==> src/rtl/result_transmitter.sv <==
// AXI4-Stream master that streams result words from the output buffer SRAM to the DMA.
// A 2-entry skid FIFO with read-data bypass keeps one beat per cycle while honouring backpressure.
module result_transmitter #(
   parameter int ADDR_W = 10,
   parameter int DATA_W = 16
) (
   input  logic              clk,
   input  logic              reset_n,
   input  logic              start,
   input  logic [ADDR_W:0]   length,
   output logic              rd_en,
   output logic [ADDR_W-1:0] rd_addr,
   input  logic [DATA_W-1:0] rd_data,
   output logic [31:0]       M_AXIS_TDATA,
   output logic              M_AXIS_TVALID,
   output logic              M_AXIS_TLAST,
   input  logic              M_AXIS_TREADY,
   output logic              busy,
   output logic              done
);

   typedef enum logic [1:0] {
      IDLE,
      STREAM,
      FINISH
   } state_t;

   state_t            state;
   logic [ADDR_W:0]   len_q;
   logic [ADDR_W:0]   issue_cnt;
   logic [ADDR_W:0]   beat_cnt;
   logic [DATA_W-1:0] fifo_mem [2];
   logic              rd_ptr;
   logic              wr_ptr;
   logic [1:0]        fifo_cnt;
   logic              inflight;
   logic [31:0]       tdata_hold;

   logic              fifo_empty;
   logic              pop;
   logic              store;
   logic              drop;
   logic              last_beat;
   logic [2:0]        occupancy;
   logic [DATA_W-1:0] head;
   logic [31:0]       head_ext;

   // The word arriving from the SRAM is presented directly when the FIFO is empty,
   // so it counts as buffered data even before it is written into the FIFO.
   assign fifo_empty    = (fifo_cnt == 2'd0);
   assign head          = fifo_empty ? rd_data : fifo_mem[rd_ptr];
   assign head_ext      = 32'(head);
   assign M_AXIS_TVALID = !fifo_empty || inflight;
   assign pop           = M_AXIS_TVALID && M_AXIS_TREADY;
   assign M_AXIS_TDATA  = M_AXIS_TVALID ? head_ext : tdata_hold;
   assign last_beat     = (beat_cnt == len_q - (ADDR_W + 1)'(1));
   assign M_AXIS_TLAST  = M_AXIS_TVALID && last_beat;
   assign occupancy     = 3'(fifo_cnt) + 3'(inflight) - 3'(pop);
   assign rd_en         = (state == STREAM) && (issue_cnt < len_q) && (occupancy < 3'd2);
   assign store         = inflight && !(fifo_empty && pop);
   assign drop          = pop && !fifo_empty;

   always_ff @(posedge clk or negedge reset_n) begin
      if (!reset_n) begin
         fifo_mem[0] <= '0;
         fifo_mem[1] <= '0;
         rd_ptr      <= 1'b0;
         wr_ptr      <= 1'b0;
         fifo_cnt    <= 2'd0;
         inflight    <= 1'b0;
         tdata_hold  <= '0;
      end else begin
         inflight <= rd_en;
         if (store) begin
            fifo_mem[wr_ptr] <= rd_data;
            wr_ptr           <= ~wr_ptr;
         end
         if (drop) begin
            rd_ptr <= ~rd_ptr;
         end
         fifo_cnt <= fifo_cnt + 2'(store) - 2'(drop);
         if (M_AXIS_TVALID) begin
            tdata_hold <= head_ext;
         end
      end
   end

   // A zero-length request skips STREAM entirely and never raises busy.
   always_ff @(posedge clk or negedge reset_n) begin
      if (!reset_n) begin
         state     <= IDLE;
         len_q     <= '0;
         issue_cnt <= '0;
         beat_cnt  <= '0;
         rd_addr   <= '0;
         busy      <= 1'b0;
         done      <= 1'b0;
      end else begin
         done <= 1'b0;
         case (state)
            IDLE: begin
               if (start) begin
                  len_q     <= length;
                  issue_cnt <= '0;
                  beat_cnt  <= '0;
                  rd_addr   <= '0;
                  if (length != '0) begin
                     state <= STREAM;
                     busy  <= 1'b1;
                  end else begin
                     state <= FINISH;
                     done  <= 1'b1;
                  end
               end
            end
            STREAM: begin
               if (rd_en) begin
                  rd_addr   <= rd_addr + 1'b1;
                  issue_cnt <= issue_cnt + 1'b1;
               end
               if (pop) begin
                  beat_cnt <= beat_cnt + 1'b1;
                  if (last_beat) begin
                     state <= FINISH;
                     done  <= 1'b1;
                  end
               end
            end
            FINISH: begin
               state <= IDLE;
               busy  <= 1'b0;
            end
            default: begin
               state <= IDLE;
               busy  <= 1'b0;
            end
         endcase
      end
   end

endmodule

==> config.mk <==
export PLATFORM = sky130hd
export DESIGN_NAME = result_transmitter
export DESIGN_NICKNAME = d
export VERILOG_FILES = /design/src/rtl/result_transmitter.sv
export SDC_FILE = /design/constraint.sdc
export NUM_CORES = 1
export LEC_CHECK = 0
export ABC_AREA = 1
export BUFFER_PORTS_ARGS = -buffer_cell sky130_fd_sc_hd__buf_2
export CORE_MARGIN = 8
export CORE_UTILIZATION = 55
export DETAILED_ROUTE_END_ITERATION = 12
export PLACE_DENSITY_LB_ADDON = 0.12
export SLEW_MARGIN = 20
export SYNTH_ARGS = -nofsm -noshare
export SYNTH_HDL_FRONTEND = slang
export SYNTH_SLANG_ARGS = --single-unit
==> constraint.sdc <==
create_clock -name clk -period 4.2 [get_ports clk]
set_clock_uncertainty 0.2 [all_clocks]
set_input_delay 0 -clock clk [delete_from_list [all_inputs] [get_ports clk]]
set_output_delay 0 -clock clk [all_outputs]
set_load 0.02 [all_outputs]
==> out/qor.txt, run 1 <==
status - complete, no violations
largest net degree at the start of global routing - 66
critical path depth - 12
post-synthesis mux area share - 0
Initial Utilization - 0.5616
DRC viols - 0
share of layout cells above drive strength 1 - 0.1470
peak supply drop - 0.4861 mV
Worst Reg-to-Reg Cells - 14
Crit-path slowest cell - dfrtp_1
MaxCap Viol Count - 0
CP Max Fanout - 19
Max Slew Vio Count - 0
Main synth FF type - dfrtp_1
Simple-Gate Fraction of Synth Area - 0.2663
fill count - 860
Die ar. - 14,640 sq um
family with the most delay on the worst path - simple AND/OR/NAND/NOR gates
leakage - 0.003751 uW
final WL - 15,280 um
synth top area cells - dfrtp_1 (48%), nand2_1 (13%), inv_1 (5.6%)
Hold Path Class - in -> reg
Mean Syn Cell Area - 7.871 sq um
first-pass GRT wire length - 25,810 um
# diodes - 0
critical path data arrival time - 3.29 ns
FF+latch count, synth - 116
area leader, netlist - dfrtp_1
M1 WL - 6789 um
vias per std cell - 5.278
Relative slew margins - 0.3023
# port buffers - 77
synth-to-layout area growth - 24.30%
worst hold path stage count - 4
adder-cell area share of the yosys netlist - 0.03840
power density cells - 735.5 nW/um^2
Reg area - 2903 sq um
synthesized cell area - 6061 sq um
total gr overflow - 0
Req. time, crit path - 4.00 ns
CTS tree - done
Synthesis Warnings - 0
period utilization - 0.8318
vias in the first global route - 5,515
Slowest Stage Delay on Critical Path - 0.42 ns
top sig layer - met4
post-synth cell types - 31
Core Util, Final - 0.6980
Syn Inst Count - 770
die width - 121.0 um
Clock Tree Buf Depth - 2
Max Freq - 286.3 MHz
endpoints failing setup - 0
DRT iter0 DRCs - 464
final setup TNS - 0 ns
routed len/inst - 14.72 um
ys async rst share - 1.000
unrepaired setup endpoints after global routing - no
Core Rows - 38
final hold viol count - 0
startpoint types - flip-flop
core outline area - 10,790 sq um
register area share after synthesis - 0.4789
H-tree depth - 4
GRT Overall Usage - 0.2215
post-synthesis compound-gate area fraction - 0.09806
routability cong. - 0.9175
pin slew with the least headroom to its limit - 1.047 ns
XOR/XNOR Fraction of Synth Area - 0.04191
WL met3 - 711 um
post-synth top area share - 0.4789
number of nets in the layout - 934
total CTS buffers - 17
Synthesized Nets - 819
DR pass1 iterations - 5
# clock sinks - 116
area of the multi-input gates - 2703 sq um
number of synthesized flops with an enable pin - 0
WS Path Type - reg -> out
die height - 121.0 um
length of routed met2 wiring - 7472 um
clk_lat worst skew - 0.54 ns
Buf/Inv on CP - 3
Top Ports - 78
DPL Wire Length - 10,190 um
largest family of logic cells by synthesized area - simple AND/OR/NAND/NOR gates
initial antenna violation count - 0
Root Driver - clkbuf_8
DRT antenna net count - 0
Period minus WS final - 3.493 ns
Worst Setup End Kind - primary output
worst-path cell chain - inv_2 -> nand2_8 -> nor2_2 -> nor2_4 -> ha_1 -> nor2_1 -> fa_1 -> or2_1 -> nor4_1 -> nand2_1 -> inv_1 -> buf_2
clk slew on worst S/H paths - 0.06 ns
via count - 5,479
[power by group]
part | switching (uW) | internal (uW)
combinational | 1580 | 794
clock | 520 | 875
sequential | 285 | 1490
total | 2380 | 3160
[sequential cells by signal, summed over array words and instances, names as in the netlist]
register	flops
fifo_mem	32
tdata_hold	32
beat_cnt	11
issue_cnt	11
len_q	11
rd_addr	10
fifo_cnt	2
state	2
busy	1
done	1
inflight	1
rd_ptr	1
wr_ptr	1
[synth_stat cells, drive strengths merged (14+ instances only)]
master,instances
nor2,93
dfrtp,116
clkbuf,15
o211ai,17
ha,17
nor3,14
a21oi,24
nand2,221
o21ai,64
xor2,18
nand3,33
inv,95
[routing by layer]
layer,vias up,track usage
li1,2677,-
met1,2630,0.2712
met2,143,0.3599
met3,29,0.06142
met4,0,0.09524
met5,-,0
[final timing paths]
path / startpoint / end / slack [ns]
max: fifo_cnt[1]$_DFF_PN0_ / rd_en / 0.71
min: rd_data[7] / fifo_mem[23]$_DFFE_PN0P_ / 0.03
max reg2reg: fifo_cnt[1]$_DFF_PN0_ / issue_cnt[1]$_DFFE_PN0P_ / 0.78
min reg2reg: fifo_mem[30]$_DFFE_PN0P_ / fifo_mem[30]$_DFFE_PN0P_ / 0.27
max in group asynchronous: reset_n / tdata_hold[0]$_DFF_PN0_ / 2.64
min in group asynchronous: reset_n / fifo_mem[1]$_DFFE_PN0P_ / 0.44
[worst reg2reg max path, stage by stage (launching register included)]
cell and delay [ns]:
dfrtp_1 0.42, inv_2 0.14, nand2_8 0.14, nor2_2 0.16
nor2_4 0.06, ha_1 0.27, nor2_1 0.14, fa_1 0.42
or2_1 0.21, nor4_1 0.25, nand2_1 0.13, nand2_2 0.37
inv_2 0.22, nand2_1 0.10, nand2_1 0.05
[final cells by class]
cell class                 instances  share of cell area
sequential                       116              0.3853
multi-input combinational        534              0.3587
timing repair buffer             121              0.1086
clock buffer                      21             0.05962
inverter                          95             0.04733
tap                              140             0.02325
clock inverter                    11             0.01711
[repair_timing]
item                                   in CTS  in global routing
resized for setup                           0                  0
hold buffers                               40                  0
endpoints found under the hold margin     192                  0
buffers inserted                            0                  0
[kinds of logic after synthesis]
| family | count (synthesis) |
|---|---|
| AO/OA/AOI/OAI | 108 |
| XOR/XNOR | 29 |
| adder cells (fa/ha/maj) | 18 |
| buffers and inverters | 120 |
| flip-flops | 116 |
| AND/OR/NAND/NOR | 379 |
[through the flow]
step	worst slack, ns	area [sq um]	hold WS (ns)	instances	power [uW]
global placement	0.8893	6550	-0.3617	966	3950
finish	0.7066	7533	0.02503	1038	5541
global route	0.5278	7533	0.02587	1038	5938
detailed placement	0.8138	6550	-0.3554	966	4059
floorplan	1.289	6061	-0.4956	770	3400
CTS	0.6799	7528	0.001015	1038	5546
[cell usage in the layout, fill, tap and decap left out, drive strengths merged, types with 4 or more instances in the layout]
| cell | count |
|---|---|
| xor2 | 18 |
| a21oi | 24 |
| inv | 95 |
| nand4 | 13 |
| nor3 | 14 |
| clkinvlp | 5 |
| nand3 | 33 |
| clkbuf | 21 |
| clkinv | 4 |
| nand2 | 221 |
| nor2 | 93 |
| o211ai | 17 |
| o21ai | 64 |
| buf | 81 |
| ha | 17 |
| dlygate4sd3 | 40 |
| dfrtp | 116 |
| xnor2 | 11 |
No activity file was read; power rests on OpenSTA's default activity.
==> inputs of run 2 (changes only) <==
Settings changed: ABC_AREA 1 to 0.
Clock period 4.2 ns to 3.4 ns, I/O delays scaled along.
==> out/qor.txt, run 2 <==
status - complete, no violations (unchanged)
share of layout cells above drive strength 1 - 0.2399 (was 0.1470)
critical path data arrival time - 3.03 ns (was 3.29 ns)
power density cells - 956.7 nW/um^2 (was 735.5 nW/um^2)
final setup TNS - 0 ns (unchanged)
FF+latch count, synth - 116 (unchanged)
core outline area - 10,280 sq um (was 10,790 sq um)
register-to-register path setup slack - 0.36 ns (was 0.78 ns)
DRC viols - 0 (unchanged)
final WL - 14,470 um (was 15,280 um)
DR pass1 iterations - 5 (unchanged)
fill count - 742 (was 860)
WS Path Type - reg -> out (unchanged)
Initial Utilization - 0.5645 (was 0.5616)
Hold Path Origin - rd_data[3] (was rd_data[7])
clk_lat worst skew - 0.53 ns (was 0.54 ns)
Final Instance Count excl. Fillers - 828 (was 1,038)
Max Slew Vio Count - 0 (unchanged)
# diodes - 0 (unchanged)
CTS tree - done (unchanged)
Mean Syn Cell Area - 10.57 sq um (was 7.871 sq um)
worst slack, placed - 0.2301 ns (was 0.8138 ns)
total gr overflow - 0 (unchanged)
XOR/XNOR Fraction of Synth Area - 0.03623 (was 0.04191)
most instantiated cells after synthesis - dfrtp_1 (116), nand2_1 (51), a21oi_1 (35), mux2_2 (32), mux2i_1 (29) (was nand2_1 (214), dfrtp_1 (116), inv_1 (90), nor2_1 (88), o21ai_0 (61))
worst flop-to-flop path startpoint - inflight$_DFF_PN0_ (was fifo_cnt[1]$_DFF_PN0_)
DPL Wire Length - 8875 um (was 10,190 um)
clk slew on worst S/H paths - 0.06 ns (about the same)
# port buffers - 77 (unchanged)
Simple-Gate Fraction of Synth Area - 0.1531 (was 0.2663)
largest family of logic cells by synthesized area - simple AND/OR/NAND/NOR gates (unchanged)
Core Rows - 37 (was 38)
synthesized cell area - 5802 sq um (was 6061 sq um)
Tot Pwr - 7208 uW (was 5541 uW)
synth-to-layout area growth - 29.87% (was 24.30%)
post-synth cell types - 51 (was 31)
register area share after synthesis - 0.5003 (was 0.4789)
Clock Tree Buf Depth - 2 (unchanged)
leakage - 0.003491 uW (was 0.003751 uW)
endpoints failing setup - 0 (unchanged)
routed len/inst - 17.47 um (was 14.72 um)
Die ar. - 14,090 sq um (was 14,640 sq um)
H-tree depth - 4 (unchanged)
MaxCap Viol Count - 0 (unchanged)
Syn Inst Count - 549 (was 770)
largest net degree at the start of global routing - 66 (unchanged)
Placed Cells incl. Taps - 744 (was 966)
Max Freq - 309.8 MHz
DRT antenna net count - 0 (unchanged)
most frequent cell after synthesis - dfrtp_1 (was nand2_1)
Req. time, crit path - 3.20 ns (was 4.00 ns)
total CTS buffers - 17 (unchanged)
WHS - 0.07106 ns (was 0.02503 ns)
Top Ports - 78 (unchanged)
unrepaired setup endpoints after global routing - no (unchanged)
vias in the first global route - 4,964 (was 5,515)
period utilization - 0.9494
worst hold path stage count - 3 (was 4)
number of synthesized flops with an enable pin - 0 (unchanged)
post-synthesis compound-gate area fraction - 0.1221 (was 0.09806)
synth top area cells - dfrtp_1 (50%), mux2_2 (6.2%), mux2i_1 (5.0%) (was dfrtp_1 (48%), nand2_1 (13%), inv_1 (5.6%))
routability cong. - 0.7981 (was 0.9175)
first-pass GRT wire length - 24,540 um (was 25,810 um)
Relative slew margins - 0.4339 (was 0.3023)
worst setup margin - 0.1720 ns (was 0.7066 ns)
ys async rst share - 1.000 (unchanged)
post-synthesis mux area share - 0.1121 (was 0)
adder-cell area share of the yosys netlist - 0.04011 (was 0.03840)
Hold Path Class - in -> reg (unchanged)
pin slew with the least headroom to its limit - 0.8414 ns (was 1.047 ns)
Crit Reg-Reg Endpoint - rd_addr[7]$_DFFE_PN0P_ (was issue_cnt[1]$_DFFE_PN0P_)
GRT Overall Usage - 0.2159 (was 0.2215)
vias per std cell - 5.717 (was 5.278)
number of nets in the layout - 729 (was 934)
via count - 4,734 (was 5,479)
peak supply drop - 0.5555 mV (was 0.4861 mV)
Top Registers - fifo_mem: 32 flops, tdata_hold: 32 flops (unchanged)
hold endpoint - fifo_mem[3]$_DFFE_PN0P_ (was fifo_mem[23]$_DFFE_PN0P_)
Synthesized Nets - 598 (was 819)
most frequent cells in the layout - dfrtp_1 (115), buf_2 (75), nand2_1 (51), dlygate4sd3_1 (49), a21oi_1 (35) (was nand2_1 (214), dfrtp_1 (116), inv_1 (90), nor2_1 (87), buf_2 (76))
die height - 118.7 um (was 121.0 um)
# clock sinks - 116 (unchanged)
Main synth FF type - dfrtp_1 (unchanged)
die width - 118.7 um (was 121.0 um)
Worst Setup End Kind - primary output (unchanged)
Period minus WS final - 3.228 ns
most common cell after layout, fill and taps aside - dfrtp_1 (was nand2_1)
startpoint types - flip-flop (unchanged)
initial antenna violation count - 0 (unchanged)
worst setup path startpoint - inflight$_DFF_PN0_ (was fifo_cnt[1]$_DFF_PN0_)
post-synth top area share - 0.5003 (was 0.4789)
area leader, netlist - dfrtp_1 (unchanged)
Synthesis Warnings - 0 (unchanged)
final hold viol count - 0 (unchanged)
Root Driver - clkbuf_8 (unchanged)
CP Max Fanout - 19 (unchanged)
DRT iter0 DRCs - 390 (was 464)
Worst Reg-to-Reg Cells - 11 (was 14)
-- run 2: changes by cell type after synthesis, sizes merged, moves of 16 or more --
cell	previous run	this run
nand3	33	9
a211oi	2	18
nor2b	0	20
o21ai	64	24
inv	95	23
nand2	221	51
and2	0	17
mux2	0	32
mux2i	0	29
nor2	93	20
-- run 2: cells by family after synthesis --
logic type / after synthesis
xor+xnor: 24
compound gates: 108
flops: 116
simple gates: 170
mux: 61
buf+inv: 52
fa+ha+maj: 18
-- run 2: what timing repair did --
item                                    in CTS  in global routing
hold buffers                                50                  0
pin swaps                                    0                  2
endpoints found under the setup margin       1                  3
endpoints found under the hold margin      193                  0
gates resized for setup                      1                  7
setup buffers                                1                  2
-- run 2: through the flow --
| step | area, sq um | util |
|---|---|---|
| 2_1_floorplan | 5816 | - |
| 3_5_place_dp | 6351 | 0.6180 |
| 4_1_cts | 7490 | 0.7288 |
| 3_3_place_gp | 6351 | 0.6180 |
| 6_report | 7535 | 0.7331 |
| 5_1_grt | 7535 | 0.7331 |
-- run 2: report_power, final --
part           switching [uW]  internal, uW  leakage, uW
Clock                     614          1210     0.000292
Combinational            1720          1350      0.00173
Sequential                439          1870      0.00146
Total                    2780          4430      0.00349
-- run 2: layer usage --
| metal | track usage | vias to the layer above | part of all wire |
|---|---|---|---|
| met2 | 0.3437 | 141 | 0.49 |
| met5 | 0 | - | 0 |
| met1 | 0.2637 | 2345 | 0.43 |
| li1 | - | 2216 | - |
| met4 | 0.1043 | 0 | 0.024 |
| met3 | 0.06426 | 32 | 0.052 |
-- run 2: worst max path at each step --
stage | to | slack (ns) | cells past startpoint
floorplan | rd_addr[4]$_DFFE_PN0P_ | 0.06 | 14
global placement | rd_addr[9]$_DFFE_PN0P_ | 0.28 | 11
detailed placement | rd_addr[8]$_DFFE_PN0P_ | 0.23 | 11
CTS | rd_en | 0.02 | 10
global route | rd_en | 0.02 | 10
finish | rd_en | 0.17 | 10
-- run 2: worst max-delay path: stages, from the launching register on --
cell and delay, ns:
dfrtp_1 0.42, nor3_2 0.19, nor2b_1 0.07, ha_1 0.26
nor2b_1 0.13, fa_1 0.43, a211oi_2 0.20, o2111a_1 0.24
buf_8 0.18, a21boi_4 0.20, buf_4 0.16
-- run 2: area by class of cell --
| class | instances | area (sq um) | area share |
|---|---|---|---|
| repair buffers | 141 | 1046 | 0.1388 |
| clock buffers | 23 | 486.7 | 0.06460 |
| well taps | 136 | 170.2 | 0.02258 |
| clock inverters | 8 | 122.6 | 0.01627 |
| multi-input cells | 381 | 2719 | 0.3608 |
| flip-flops and latches | 116 | 2904 | 0.3854 |
| inverters | 23 | 86.33 | 0.01146 |
==> inputs of run 3 (changes only) <==
Settings changed: CORE_UTILIZATION 55 to 58.
==> out/qor.txt, run 3 (synthesis results as in run 2) <==
period utilization - 0.9435 (was 0.9494)
DRT iter0 DRCs - 321 (was 390)
DRC viols - 0 (unchanged)
share of layout cells above drive strength 1 - 0.2452 (was 0.2399)
Core Rows - 36 (was 37)
# clock sinks - 116 (unchanged)
Req. time, crit path - 3.20 ns (about the same)
unrepaired setup endpoints after global routing - no (unchanged)
die height - 116.0 um (was 118.7 um)
die width - 116.0 um (was 118.7 um)
vias in the first global route - 4,924 (was 4,964)
via count - 4,666 (was 4,734)
Max Slew Vio Count - 0 (unchanged)
Clock Tree Buf Depth - 2 (unchanged)
Max Freq - 311.7 MHz (was 309.8 MHz)
number of nets in the layout - 718 (was 729)
CP Max Fanout - 5 (was 19)
# port buffers - 77 (unchanged)
pin slew with the least headroom to its limit - 1.079 ns (was 0.8414 ns)
Worst Setup End Kind - primary output (unchanged)
vias per std cell - 5.732 (was 5.717)
startpoint types - flip-flop (unchanged)
power density cells - 980.5 nW/um^2 (was 956.7 nW/um^2)
clock share of power - 0.254 (was 0.253)
clk_lat worst skew - 0.53 ns (about the same)
synth-to-layout area growth - 27.58% (was 29.87%)
core outline area - 9729 sq um (was 10,280 sq um)
Initial Utilization - 0.5963 (was 0.5645)
WS Path Type - reg -> out (unchanged)
peak supply drop - 0.6821 mV (was 0.5555 mV)
DRT antenna net count - 0 (unchanged)
# diodes - 0 (unchanged)
MaxCap Viol Count - 0 (unchanged)
initial antenna violation count - 0 (unchanged)
final WL - 14,060 um (was 14,470 um)
status - complete, no violations (unchanged)
largest net degree at the start of global routing - 42 (was 66)
leakage - 0.003462 uW (was 0.003491 uW)
sw power - 2782 uW (was 2778 uW)
Top Ports - 78 (unchanged)
Top Registers - fifo_mem: 32 flops, tdata_hold: 32 flops (unchanged)
Period minus WS final - 3.208 ns (was 3.228 ns)
most common cell after layout, fill and taps aside - dfrtp_1 (unchanged)
first-pass GRT wire length - 23,620 um (was 24,540 um)
final hold viol count - 0 (unchanged)
Hold Path Class - in -> reg (unchanged)
DR pass1 iterations - 5 (unchanged)
total gr overflow - 0 (unchanged)
endpoints failing setup - 0 (unchanged)
Die ar. - 13,460 sq um (was 14,090 sq um)
Pint - 4476 uW (was 4430 uW)
clk slew on worst S/H paths - 0.06 ns (about the same)
Root Driver - clkbuf_8 (unchanged)
WHS - 0.06352 ns (was 0.07106 ns)
H-tree depth - 4 (unchanged)
Relative slew margins - 0.2809 (was 0.4339)
CTS tree - done (unchanged)
most frequent cells in the layout - dfrtp_1 (115), buf_2 (75), nand2_1 (51), dlygate4sd3_1 (36), a21oi_1 (35) (was dfrtp_1 (115), buf_2 (75), nand2_1 (51), dlygate4sd3_1 (49), a21oi_1 (35))
final setup TNS - 0 ns (unchanged)
switch share - 0.3833 (was 0.3853)
critical path data arrival time - 3.01 ns (was 3.03 ns)
routed len/inst - 17.27 um (was 17.47 um)
sequential share of power - 0.320 (about the same)
routability cong. - 0.8798 (was 0.7981)
GRT Overall Usage - 0.2249 (was 0.2159)
DPL Wire Length - 9093 um (was 8875 um)
Logic pwr share - 0.426 (was 0.427)
total CTS buffers - 17 (unchanged)
## run 3: per-layer routing
layer | global-route usage | vias to the layer above | share of wire
met5 | 0 | - | 0
met4 | 0.09421 | 0 | 0.022
met3 | 0.06774 | 21 | 0.060
met2 | 0.3827 | 139 | 0.49
met1 | 0.2580 | 2312 | 0.42
li1 | - | 2194 | -
## run 3: path summary, 6_finish.rpt
check	from	to	slack (ns)	cells after the start
setup reg to reg	fifo_cnt[1]$_DFF_PN0_	rd_addr[8]$_DFFE_PN0P_	0.23	12
max in group asynchronous	reset_n	fifo_cnt[1]$_DFF_PN0_	2.14	4
setup / recovery	fifo_cnt[1]$_DFF_PN0_	rd_en	0.19	10
hold / removal	length[7]	len_q[7]$_DFFE_PN0P_	0.06	4
hold reg to reg	tdata_hold[27]$_DFF_PN0_	tdata_hold[27]$_DFF_PN0_	0.27	1
min in group asynchronous	reset_n	issue_cnt[3]$_DFFE_PN0P_	0.34	4
## run 3: layout make-up
type / instances / area [sq um]
well taps: 133 / 166.4
flip-flops and latches: 116 / 2904
inverters: 23 / 86.33
clock buffers: 22 / 462.9
fillers: 659 / 2327
multi-input cells: 381 / 2716
repair buffers: 130 / 914.6
clock inverters: 9 / 151.4
## run 3: what timing repair did
item | in CTS | in global routing
setup endpoints to repair | 1 | 1
gates resized for setup | 1 | 5
hold endpoints to repair | 193 | 0
hold buffers | 37 | 0
pin swaps | 0 | 1
setup buffers | 1 | 3
## run 3: metrics by stage
step             util  area (sq um)  worst slack [ns]  cells  power [uW]
6_report       0.7608          7402            0.1922    814        7257
5_1_grt        0.7608          7402           0.02838    814        7723
4_1_cts        0.7558          7353           0.01607    811        7127
3_5_place_dp   0.6524          6347            0.2235    742        5147
3_3_place_gp   0.6524          6347            0.3758    742        5014
2_1_floorplan       -          5816           0.06163    549        4311
## run 3: worst max-delay path, cell delays in order (launching register included)
cell	delay (ns)
dfrtp_2	0.45
nor3_2	0.20
nor2b_1	0.07
ha_1	0.28
nor2b_2	0.14
fa_1	0.43
a211oi_1	0.22
o2111a_1	0.24
buf_8	0.11
a21boi_4	0.17
buf_4	0.16
## run 3: power by group through the flow
| stage | combinational (uW) | clock [uW] | sequential [uW] |
|---|---|---|---|
| after floorplan | 2150 | 0 | 2160 |
| after global placement | 2720 | 0 | 2290 |
| after detailed placement | 2820 | 0 | 2330 |
| after CTS | 2940 | 1870 | 2310 |
| after global routing | 3390 | 1940 | 2390 |
| final | 3090 | 1840 | 2320 |
